--- src/rtl/pipe_hazard_ctrl_if.sv ---
// Handshake bundle between the pipeline datapath and the hazard controller.
// The datapath (master) drives the hazard-detection and exception inputs.
// The controller (slave) returns the stall/redirect and mult/div status.
interface pipe_hazard_ctrl_if #(
  parameter int CNT_W = 4
);
  logic [4:0]       id_rs;
  logic [4:0]       id_rt;
  logic [1:0]       id_tuse_rs;
  logic [1:0]       id_tuse_rt;
  logic             id_md_use;
  logic             id_eret;
  logic [4:0]       ex_wa;
  logic [1:0]       ex_tnew;
  logic [4:0]       mem_wa;
  logic [1:0]       mem_tnew;
  logic             ex_mtc0_epc;
  logic             mem_mtc0_epc;
  logic             md_start;
  logic             md_is_div;
  logic             int_req;

  logic             stall;
  logic             req;
  logic             md_busy;
  logic [CNT_W-1:0] md_cnt;
  logic             in_handler;
  logic [7:0]       exc_count;

  modport master (
    output id_rs, id_rt, id_tuse_rs, id_tuse_rt, id_md_use, id_eret,
           ex_wa, ex_tnew, mem_wa, mem_tnew, ex_mtc0_epc, mem_mtc0_epc,
           md_start, md_is_div, int_req,
    input  stall, req, md_busy, md_cnt, in_handler, exc_count
  );

  modport slave (
    input  id_rs, id_rt, id_tuse_rs, id_tuse_rt, id_md_use, id_eret,
           ex_wa, ex_tnew, mem_wa, mem_tnew, ex_mtc0_epc, mem_mtc0_epc,
           md_start, md_is_div, int_req,
    output stall, req, md_busy, md_cnt, in_handler, exc_count
  );
endinterface

--- src/rtl/pipe_hazard_ctrl.sv ---
// Stall/flush controller for the 5-stage pipeline: data, mult/div and eret
// hazards, the mult/div busy counter, and the exception entry guard.
//
// state   | meaning
// --------+---------------------------------------------------------------
// IDLE    | normal execution; an int_req redirects fetch to the handler
// HANDLER | handler running; further requests held off until eret leaves ID
module pipe_hazard_ctrl #(
  parameter int MULT_CYCLES = 5,
  parameter int DIV_CYCLES  = 10,
  parameter int CNT_W       = 4
) (
  input  logic              clk,
  input  logic              rst,
  pipe_hazard_ctrl_if.slave bus
);

  localparam logic [CNT_W-1:0] MULT_LD = CNT_W'(MULT_CYCLES);
  localparam logic [CNT_W-1:0] DIV_LD  = CNT_W'(DIV_CYCLES);

  typedef enum logic {IDLE, HANDLER} state_t;

  state_t           state_q;
  logic             in_handler_q;
  logic [7:0]       exc_q;
  logic [CNT_W-1:0] cnt_q;

  logic haz_rs, haz_rt, haz_md, haz_eret;
  logic md_busy_c, req_c, stall_c, eret_exit;

  assign md_busy_c = (cnt_q != '0);

  // A source register stalls only if a producer ahead of it cannot deliver in time.
  always_comb begin
    haz_rs = (bus.id_rs != 5'd0) &&
             (((bus.ex_wa  == bus.id_rs) && (bus.ex_tnew  > bus.id_tuse_rs)) ||
              ((bus.mem_wa == bus.id_rs) && (bus.mem_tnew > bus.id_tuse_rs)));
    haz_rt = (bus.id_rt != 5'd0) &&
             (((bus.ex_wa  == bus.id_rt) && (bus.ex_tnew  > bus.id_tuse_rt)) ||
              ((bus.mem_wa == bus.id_rt) && (bus.mem_tnew > bus.id_tuse_rt)));
  end

  // Structural and EPC hazards, then combine; a handler redirect overrides any stall.
  always_comb begin
    haz_md    = bus.id_md_use && (md_busy_c || bus.md_start);
    haz_eret  = bus.id_eret && (bus.ex_mtc0_epc || bus.mem_mtc0_epc);
    req_c     = (state_q == IDLE) && bus.int_req;
    stall_c   = (haz_rs || haz_rt || haz_md || haz_eret) && !req_c;
    eret_exit = bus.id_eret && !stall_c;
  end

  // Busy counter: reload on an accepted issue, otherwise run down to zero.
  // A redirect does not abort an operation already in flight.
  always_ff @(posedge clk or posedge rst) begin
    if (rst) begin
      cnt_q <= '0;
    end else if (bus.md_start && !req_c) begin
      cnt_q <= bus.md_is_div ? DIV_LD : MULT_LD;
    end else if (cnt_q != '0) begin
      cnt_q <= cnt_q - 1'b1;
    end
  end

  // Exception guard FSM; eret leaving ID takes priority over a new request.
  always_ff @(posedge clk or posedge rst) begin
    if (rst) begin
      state_q      <= IDLE;
      in_handler_q <= 1'b0;
      exc_q        <= 8'd0;
    end else if (state_q == IDLE) begin
      if (bus.int_req) begin
        state_q      <= HANDLER;
        in_handler_q <= 1'b1;
        if (exc_q != 8'hFF) exc_q <= exc_q + 8'd1;
      end
    end else begin
      if (eret_exit) begin
        state_q      <= IDLE;
        in_handler_q <= 1'b0;
      end
    end
  end

  assign bus.stall      = stall_c;
  assign bus.req        = req_c;
  assign bus.md_busy    = md_busy_c;
  assign bus.md_cnt     = cnt_q;
  assign bus.in_handler = in_handler_q;
  assign bus.exc_count  = exc_q;

endmodule
--- src/flat_wrapper.sv ---
// flat-port wrapper written by rule: the top's interface ports become plain ports
module pipe_hazard_ctrl_flat 
#(
  parameter int MULT_CYCLES = 5,
  parameter int DIV_CYCLES  = 10,
  parameter int CNT_W       = 4
)
  (clk, rst, bus_id_rs, bus_id_rt, bus_id_tuse_rs, bus_id_tuse_rt, bus_id_md_use, bus_id_eret, bus_ex_wa, bus_ex_tnew, bus_mem_wa, bus_mem_tnew, bus_ex_mtc0_epc, bus_mem_mtc0_epc, bus_md_start, bus_md_is_div, bus_int_req, bus_stall, bus_req, bus_md_busy, bus_md_cnt, bus_in_handler, bus_exc_count);
  pipe_hazard_ctrl_if #(.CNT_W(CNT_W)) bus_i ();
  input  logic clk;
  input  logic rst;
  input wire logic [$bits(bus_i.id_rs)-1:0] bus_id_rs;
  input wire logic [$bits(bus_i.id_rt)-1:0] bus_id_rt;
  input wire logic [$bits(bus_i.id_tuse_rs)-1:0] bus_id_tuse_rs;
  input wire logic [$bits(bus_i.id_tuse_rt)-1:0] bus_id_tuse_rt;
  input wire logic [$bits(bus_i.id_md_use)-1:0] bus_id_md_use;
  input wire logic [$bits(bus_i.id_eret)-1:0] bus_id_eret;
  input wire logic [$bits(bus_i.ex_wa)-1:0] bus_ex_wa;
  input wire logic [$bits(bus_i.ex_tnew)-1:0] bus_ex_tnew;
  input wire logic [$bits(bus_i.mem_wa)-1:0] bus_mem_wa;
  input wire logic [$bits(bus_i.mem_tnew)-1:0] bus_mem_tnew;
  input wire logic [$bits(bus_i.ex_mtc0_epc)-1:0] bus_ex_mtc0_epc;
  input wire logic [$bits(bus_i.mem_mtc0_epc)-1:0] bus_mem_mtc0_epc;
  input wire logic [$bits(bus_i.md_start)-1:0] bus_md_start;
  input wire logic [$bits(bus_i.md_is_div)-1:0] bus_md_is_div;
  input wire logic [$bits(bus_i.int_req)-1:0] bus_int_req;
  output wire logic [$bits(bus_i.stall)-1:0] bus_stall;
  output wire logic [$bits(bus_i.req)-1:0] bus_req;
  output wire logic [$bits(bus_i.md_busy)-1:0] bus_md_busy;
  output wire logic [$bits(bus_i.md_cnt)-1:0] bus_md_cnt;
  output wire logic [$bits(bus_i.in_handler)-1:0] bus_in_handler;
  output wire logic [$bits(bus_i.exc_count)-1:0] bus_exc_count;
  assign bus_i.id_rs = bus_id_rs;
  assign bus_i.id_rt = bus_id_rt;
  assign bus_i.id_tuse_rs = bus_id_tuse_rs;
  assign bus_i.id_tuse_rt = bus_id_tuse_rt;
  assign bus_i.id_md_use = bus_id_md_use;
  assign bus_i.id_eret = bus_id_eret;
  assign bus_i.ex_wa = bus_ex_wa;
  assign bus_i.ex_tnew = bus_ex_tnew;
  assign bus_i.mem_wa = bus_mem_wa;
  assign bus_i.mem_tnew = bus_mem_tnew;
  assign bus_i.ex_mtc0_epc = bus_ex_mtc0_epc;
  assign bus_i.mem_mtc0_epc = bus_mem_mtc0_epc;
  assign bus_i.md_start = bus_md_start;
  assign bus_i.md_is_div = bus_md_is_div;
  assign bus_i.int_req = bus_int_req;
  assign bus_stall = bus_i.stall;
  assign bus_req = bus_i.req;
  assign bus_md_busy = bus_i.md_busy;
  assign bus_md_cnt = bus_i.md_cnt;
  assign bus_in_handler = bus_i.in_handler;
  assign bus_exc_count = bus_i.exc_count;
  pipe_hazard_ctrl #(.MULT_CYCLES(MULT_CYCLES), .DIV_CYCLES(DIV_CYCLES), .CNT_W(CNT_W)) u_core (.clk(clk), .rst(rst), .bus(bus_i));
endmodule
--- config.mk ---
export PLATFORM = sky130hd
export DESIGN_NAME = pipe_hazard_ctrl_flat
export DESIGN_NICKNAME = d
export VERILOG_FILES = /design/src/rtl/pipe_hazard_ctrl_if.sv /design/src/rtl/pipe_hazard_ctrl.sv /design/src/flat_wrapper.sv
export SDC_FILE = /design/constraint.sdc
export NUM_CORES = 1
export LEC_CHECK = 0
export BUFFER_PORTS_ARGS = -buffer_cell sky130_fd_sc_hd__buf_2
export CAP_MARGIN = 40
export CORE_MARGIN = 1.5
export CORE_UTILIZATION = 40
export CTS_CLUSTER_DIAMETER = 150
export DETAILED_ROUTE_END_ITERATION = 8
export PLACE_DENSITY = 0.7
export REMOVE_ABC_BUFFERS = 1
export SYNTH_ARGS = -nofsm -noshare
export SYNTH_HDL_FRONTEND = slang
export SYNTH_SLANG_ARGS = --single-unit
export TNS_END_PERCENT = 20
--- constraint.sdc ---
create_clock -name clk -period 3.4 [get_ports clk]
set_clock_uncertainty 0.2 [all_clocks]
set_input_delay 0.68 -clock clk [delete_from_list [all_inputs] [get_ports clk]]
set_output_delay 0.68 -clock clk [all_outputs]
set_load 0.02 [all_outputs]
# Yosys cells after proc, flatten, opt, wreduce, memory -nomap -nowiden
# Cells that the tools add are included.
dict set report totals {
  out_inout_bits 16
  elab_cells 54
  input_bits 37
  reg_bits 14
}
dict set report op_classes {
  order_cmp 4
  muxes 9
  n_reduce_logical 28
  bitwise 1
  n_eq_ne 6
  addsub 2
}
# op count
set ops {}
lappend ops {{equality test 5 bit} 4}
lappend ops {{logical AND 1 bit} 12}
lappend ops {{two-way mux 4 bit} 3}
lappend ops {{nonzero test 5 bit} 2}
lappend ops {{adder 8 x 1 -> 8 bit (second input constant)} 1}
lappend ops {{> comparator 2 bit} 4}
lappend ops {{inequality test 8 bit (second input constant)} 1}
lappend ops {{logical OR 1 bit} 7}
lappend ops {{two-way mux 1 bit} 6}
lappend ops {{nonzero test 2 bit} 2}
lappend ops {{nonzero test 4 bit} 1}
lappend ops {{subtractor 4 x 1 -> 4 bit (second input constant)} 1}
lappend ops {{AND reduction 3 bit} 1}
lappend ops {{logical NOT 1 bit} 2}
lappend ops {{inequality test 2 bit (second input constant)} 1}
lappend ops {{AND reduction 2 bit} 1}
lappend ops {{inverter 1 bit} 1}

# Longest topological paths before layout
dict set report depth {
  ltp_word 12
  mapped_depth 7
  depth_no_buf 7
}

# Worst setup path after synthesis
# Ideal clock, no wire load.
dict set report synth_path {
  kind {in2out}
  from {input port bus_id_tuse_rt[1]}
  to {output port bus_stall}
  stages 7
  t_arrival_ps 1985
  path_buffers 0
  setup_slack_ps 535
  cell_sequence {inv_1 > ha_1 > nand2_1 > nand4_1 > nor4_1 > o22ai_1 > a31oi_1}
}
dict set report synth_between {
  elab_chain_len 8
}
# element line
set synth_rtl {}
lappend synth_rtl {{from (decl)} flat_wrapper.sv:15} ;# input wire logic [$bits(bus_i.id_tuse_rt)-1:0] bus_id_tuse_rt;
lappend synth_rtl {{> comparator 2 bit, on equally long branches} {pipe_hazard_ctrl.sv:39, pipe_hazard_ctrl.sv:40}}
lappend synth_rtl {{logical AND 1 bit, on equally long branches} {pipe_hazard_ctrl.sv:39, pipe_hazard_ctrl.sv:40}}
lappend synth_rtl {{logical OR 1 bit *} pipe_hazard_ctrl.sv:39} ;# (((bus.ex_wa == bus.id_rt) && (bus.ex_tnew > bus.id_tuse_rt)) ||
lappend synth_rtl {{logical AND 1 bit *} pipe_hazard_ctrl.sv:38} ;# haz_rt = (bus.id_rt != 5'd0) &&
lappend synth_rtl {{logical OR 1 bit * (3 in series)} pipe_hazard_ctrl.sv:48} ;# stall_c = (haz_rs || haz_rt || haz_md || haz_eret) && !req_c;
lappend synth_rtl {{logical AND 1 bit *} pipe_hazard_ctrl.sv:48}
lappend synth_rtl {{to (decl)} flat_wrapper.sv:27} ;# output wire logic [$bits(bus_i.stall)-1:0] bus_stall;
# Every way passes the cells marked *; elsewhere a longest branch is shown, timed or not.

# Final worst setup path
dict set report layout_path {
  from {input port bus_mem_tnew[1]}
  to {output port bus_stall}
}
dict set report layout_between {
  elab_chain_len 8
}
# element line
set layout_rtl {}
lappend layout_rtl {{from (decl)} flat_wrapper.sv:21} ;# input wire logic [$bits(bus_i.mem_tnew)-1:0] bus_mem_tnew;
lappend layout_rtl {{> comparator 2 bit, on equally long branches} {pipe_hazard_ctrl.sv:37, pipe_hazard_ctrl.sv:40}}
lappend layout_rtl {{logical AND 1 bit, on equally long branches} {pipe_hazard_ctrl.sv:37, pipe_hazard_ctrl.sv:40}}
lappend layout_rtl {{logical OR 1 bit, on equally long branches} {pipe_hazard_ctrl.sv:36, pipe_hazard_ctrl.sv:39}}
lappend layout_rtl {{logical AND 1 bit, on equally long branches} {pipe_hazard_ctrl.sv:35, pipe_hazard_ctrl.sv:38}}
lappend layout_rtl {{logical OR 1 bit * (3 in series)} pipe_hazard_ctrl.sv:48}
lappend layout_rtl {{logical AND 1 bit *} pipe_hazard_ctrl.sv:48}
# Marked as above.

==> reports/qor.yml <==
hold_buffers: 0
leakage_nw: 0.719
synth_seq_area_share: 0.312
setup_tns_ns: 0
drcViolationCount: 0
fillers: 270
postSynthCellCount: 121
post-route-period-util: 0.879
relSlewSlack: 0.641
cts_tree: "yes"
die_area_um2: 3140
cts_num_sinks: 14
final_max_slew_viol_count: 0
clockRootBuffer: "clkbuf_4"
dr_total_vias: 1104
pin_count: 53
gr-total-overflow: 0
die_x_um: 56
ys_warn_count: 0
finalHoldViolations: 0
dr.pass1.iters: 4
clk_latency_ns: 0.27
grt_pass1_vias: 963
layout.nets: 226
ir_drop_mv: 0.348
yosys_register_bits: 14
placed_cell_area_um2: 1420
startpoint_type: "input port"
n_antenna_cell: 0
postCtsSetupBuffers: 0
syn-cell-area_um2: 1120
synth.avg_cell_area_um2: 9.29
port_buffers: 52
final_cell_area_um2: 1450
rows: 19
final_antenna_net_count: 0
area_growth_pct: 28.6
rsz0062_at_grt: "false"
die_h_um: 56
synth.distinct_cells: 24
dp_hpwl_um: 2170
yosys-top-cells-area: "dfrtp_1, xnor2_1, ha_1"
drive_gt1_frac: 0.335
antenna_found_initial: 0
tightest_slew_ns: 0.538
cp.arrival_ns: 2.11
synth_top_area_frac: 0.312
cts_made_buffers: 3
fmax_mhz: 335
routedWlPerCell_um: 12.1
grt_first_pass_wirelength_um: 4050
gp_congestion: 0.888
finalCriticalPeriod_ns: 2.99
hold_class: "in -> async"
track_usage: 0.163
status: "finished clean"
ctsResizeCount: 0
initial_utilization: 0.415
grt_max_degree: 15
drt-initial-drc-count: 28
endpoint_kind: "output port"
critPathKind: "in -> out"
yosys.area.top_type: "dfrtp_1"
crit_fanout: 3
htree_levels: 1
clkTransAtPathRegs_ns: 0.08
clk_path_buf_depth: 2
crit_required_ns: 2.52
finalWirelength_um: 2500
setup_viol: 0
core-area_um2: 2710
power_density_nw_per_um2: 467
vias_per_cell: 5.33
maxCapViolCount: 0
[final timing paths]
kind / startpoint / endpoint / slack (ns) / cells past startpoint
max: bus_mem_tnew[1] / bus_stall / 0.41 / 8
min: rst / u_core.bus.md_cnt[3] / 0.23 / 2
max reg2reg: u_core.bus.exc_count[0] / u_core.bus.exc_count[5] / 1.61 / 5
min reg2reg: u_core.bus.exc_count[5] / u_core.bus.exc_count[5] / 0.32 / 1
max in group asynchronous: rst / u_core.bus.exc_count[4] / 2.41 / 2
min in group clk: u_core.bus.exc_count[5] / u_core.bus.exc_count[5] / 0.32 / 1
[cells by family after synthesis]
group,count (synthesis),synth area share
compound gates,16,0.105
xor+xnor,30,0.234
fa+ha+maj,11,0.122
buf+inv,12,0.0401
flops,14,0.312
mux,1,0.0100
simple gates,37,0.177
[cells in the final DEF, fill, tap and decap left out, drive strengths merged]
master / synthesis / routed
o22ai: 3 / 3
inv: 12 / 12
nand3: 3 / 3
nor3: 1 / 1
nand2b: 1 / 1
ha: 11 / 11
xnor2: 21 / 21
o211ai: 1 / 1
or4: 2 / 2
mux2: 1 / 1
o21ai: 2 / 2
buf: 0 / 52
a21oi: 4 / 4
o21a: 2 / 2
and4: 1 / 1
and3: 1 / 1
a31oi: 3 / 3
nor2: 4 / 4
clkbuf: 0 / 3
dfrtp: 14 / 14
nand2: 13 / 13
xor2: 9 / 9
nor4: 5 / 5
nand4: 6 / 6
a41oi: 1 / 1
[worst max-delay path, cell delays in order]
cell and delay [ns]:
buf_2 0.11, ha_1 0.31, nand2_1 0.09, nand4_1 0.09
nor4_1 0.30, o22ai_1 0.17, a31oi_1 0.17, buf_2 0.18
[final cells by class]
class	instances	area [um^2]	area share
Timing Repair Buffer	52	260	0.180
Tap cell	31	38.8	0.0268
Multi-Input combinational cell	95	728	0.504
Clock buffer	3	22.5	0.0156
Sequential cell	14	350	0.242
Inverter	12	45.0	0.0312
[power by group]
part	switching (mW)	internal, mW	leakage (nW)
clock	0.0489	0.0410	0.0138
combinational	0.186	0.135	0.530
sequential	0.0504	0.213	0.175
total	0.285	0.389	0.719
[registers in the layout, summed over array words and instances (netlist names)]
name,count
u_core.bus.in_handler,1
u_core.bus.md_cnt,4
u_core.bus.exc_count,8
u_core.state_q,1
[metal layers]
layer / part of all wire / vias to the layer above / track usage
met5: 0 / - / 0
met4: 0.018 / 0 / 0.0714
met3: 0.075 / 6 / 0.0326
met2: 0.48 / 56 / 0.274
met1: 0.43 / 510 / 0.201
li1: - / 532 / -
[cells in the mapped netlist (all sizes together)]
| master | number |
|---|---|
| or4 | 2 |
| o211ai | 1 |
| and4 | 1 |
| o22ai | 3 |
| xnor2 | 21 |
| ha | 11 |
| nand2 | 13 |
| a41oi | 1 |
| nor4 | 5 |
| a21oi | 4 |
| mux2 | 1 |
| a31oi | 3 |
| inv | 12 |
| nand2b | 1 |
| nor2 | 4 |
| xor2 | 9 |
| nand4 | 6 |
| and3 | 1 |
| nor3 | 1 |
| o21ai | 2 |
| o21a | 2 |
| dfrtp | 14 |
| nand3 | 3 |
[through the flow]
| step | instances | utilization | hold slack, ns | power, mW | worst slack, ns |
|---|---|---|---|---|---|
| 2_1_floorplan | 121 | - | 0.323 | 0.474 | 0.535 |
| 3_3_place_gp | 204 | 0.525 | 0.280 | 0.578 | 0.444 |
| 3_5_place_dp | 204 | 0.525 | 0.316 | 0.591 | 0.394 |
| 4_1_cts | 207 | 0.533 | 0.251 | 0.682 | 0.390 |
| 5_1_grt | 207 | 0.533 | 0.274 | 0.724 | 0.262 |
| 6_report | 207 | 0.533 | 0.233 | 0.674 | 0.413 |
No activity file was read; power rests on OpenSTA's default activity.
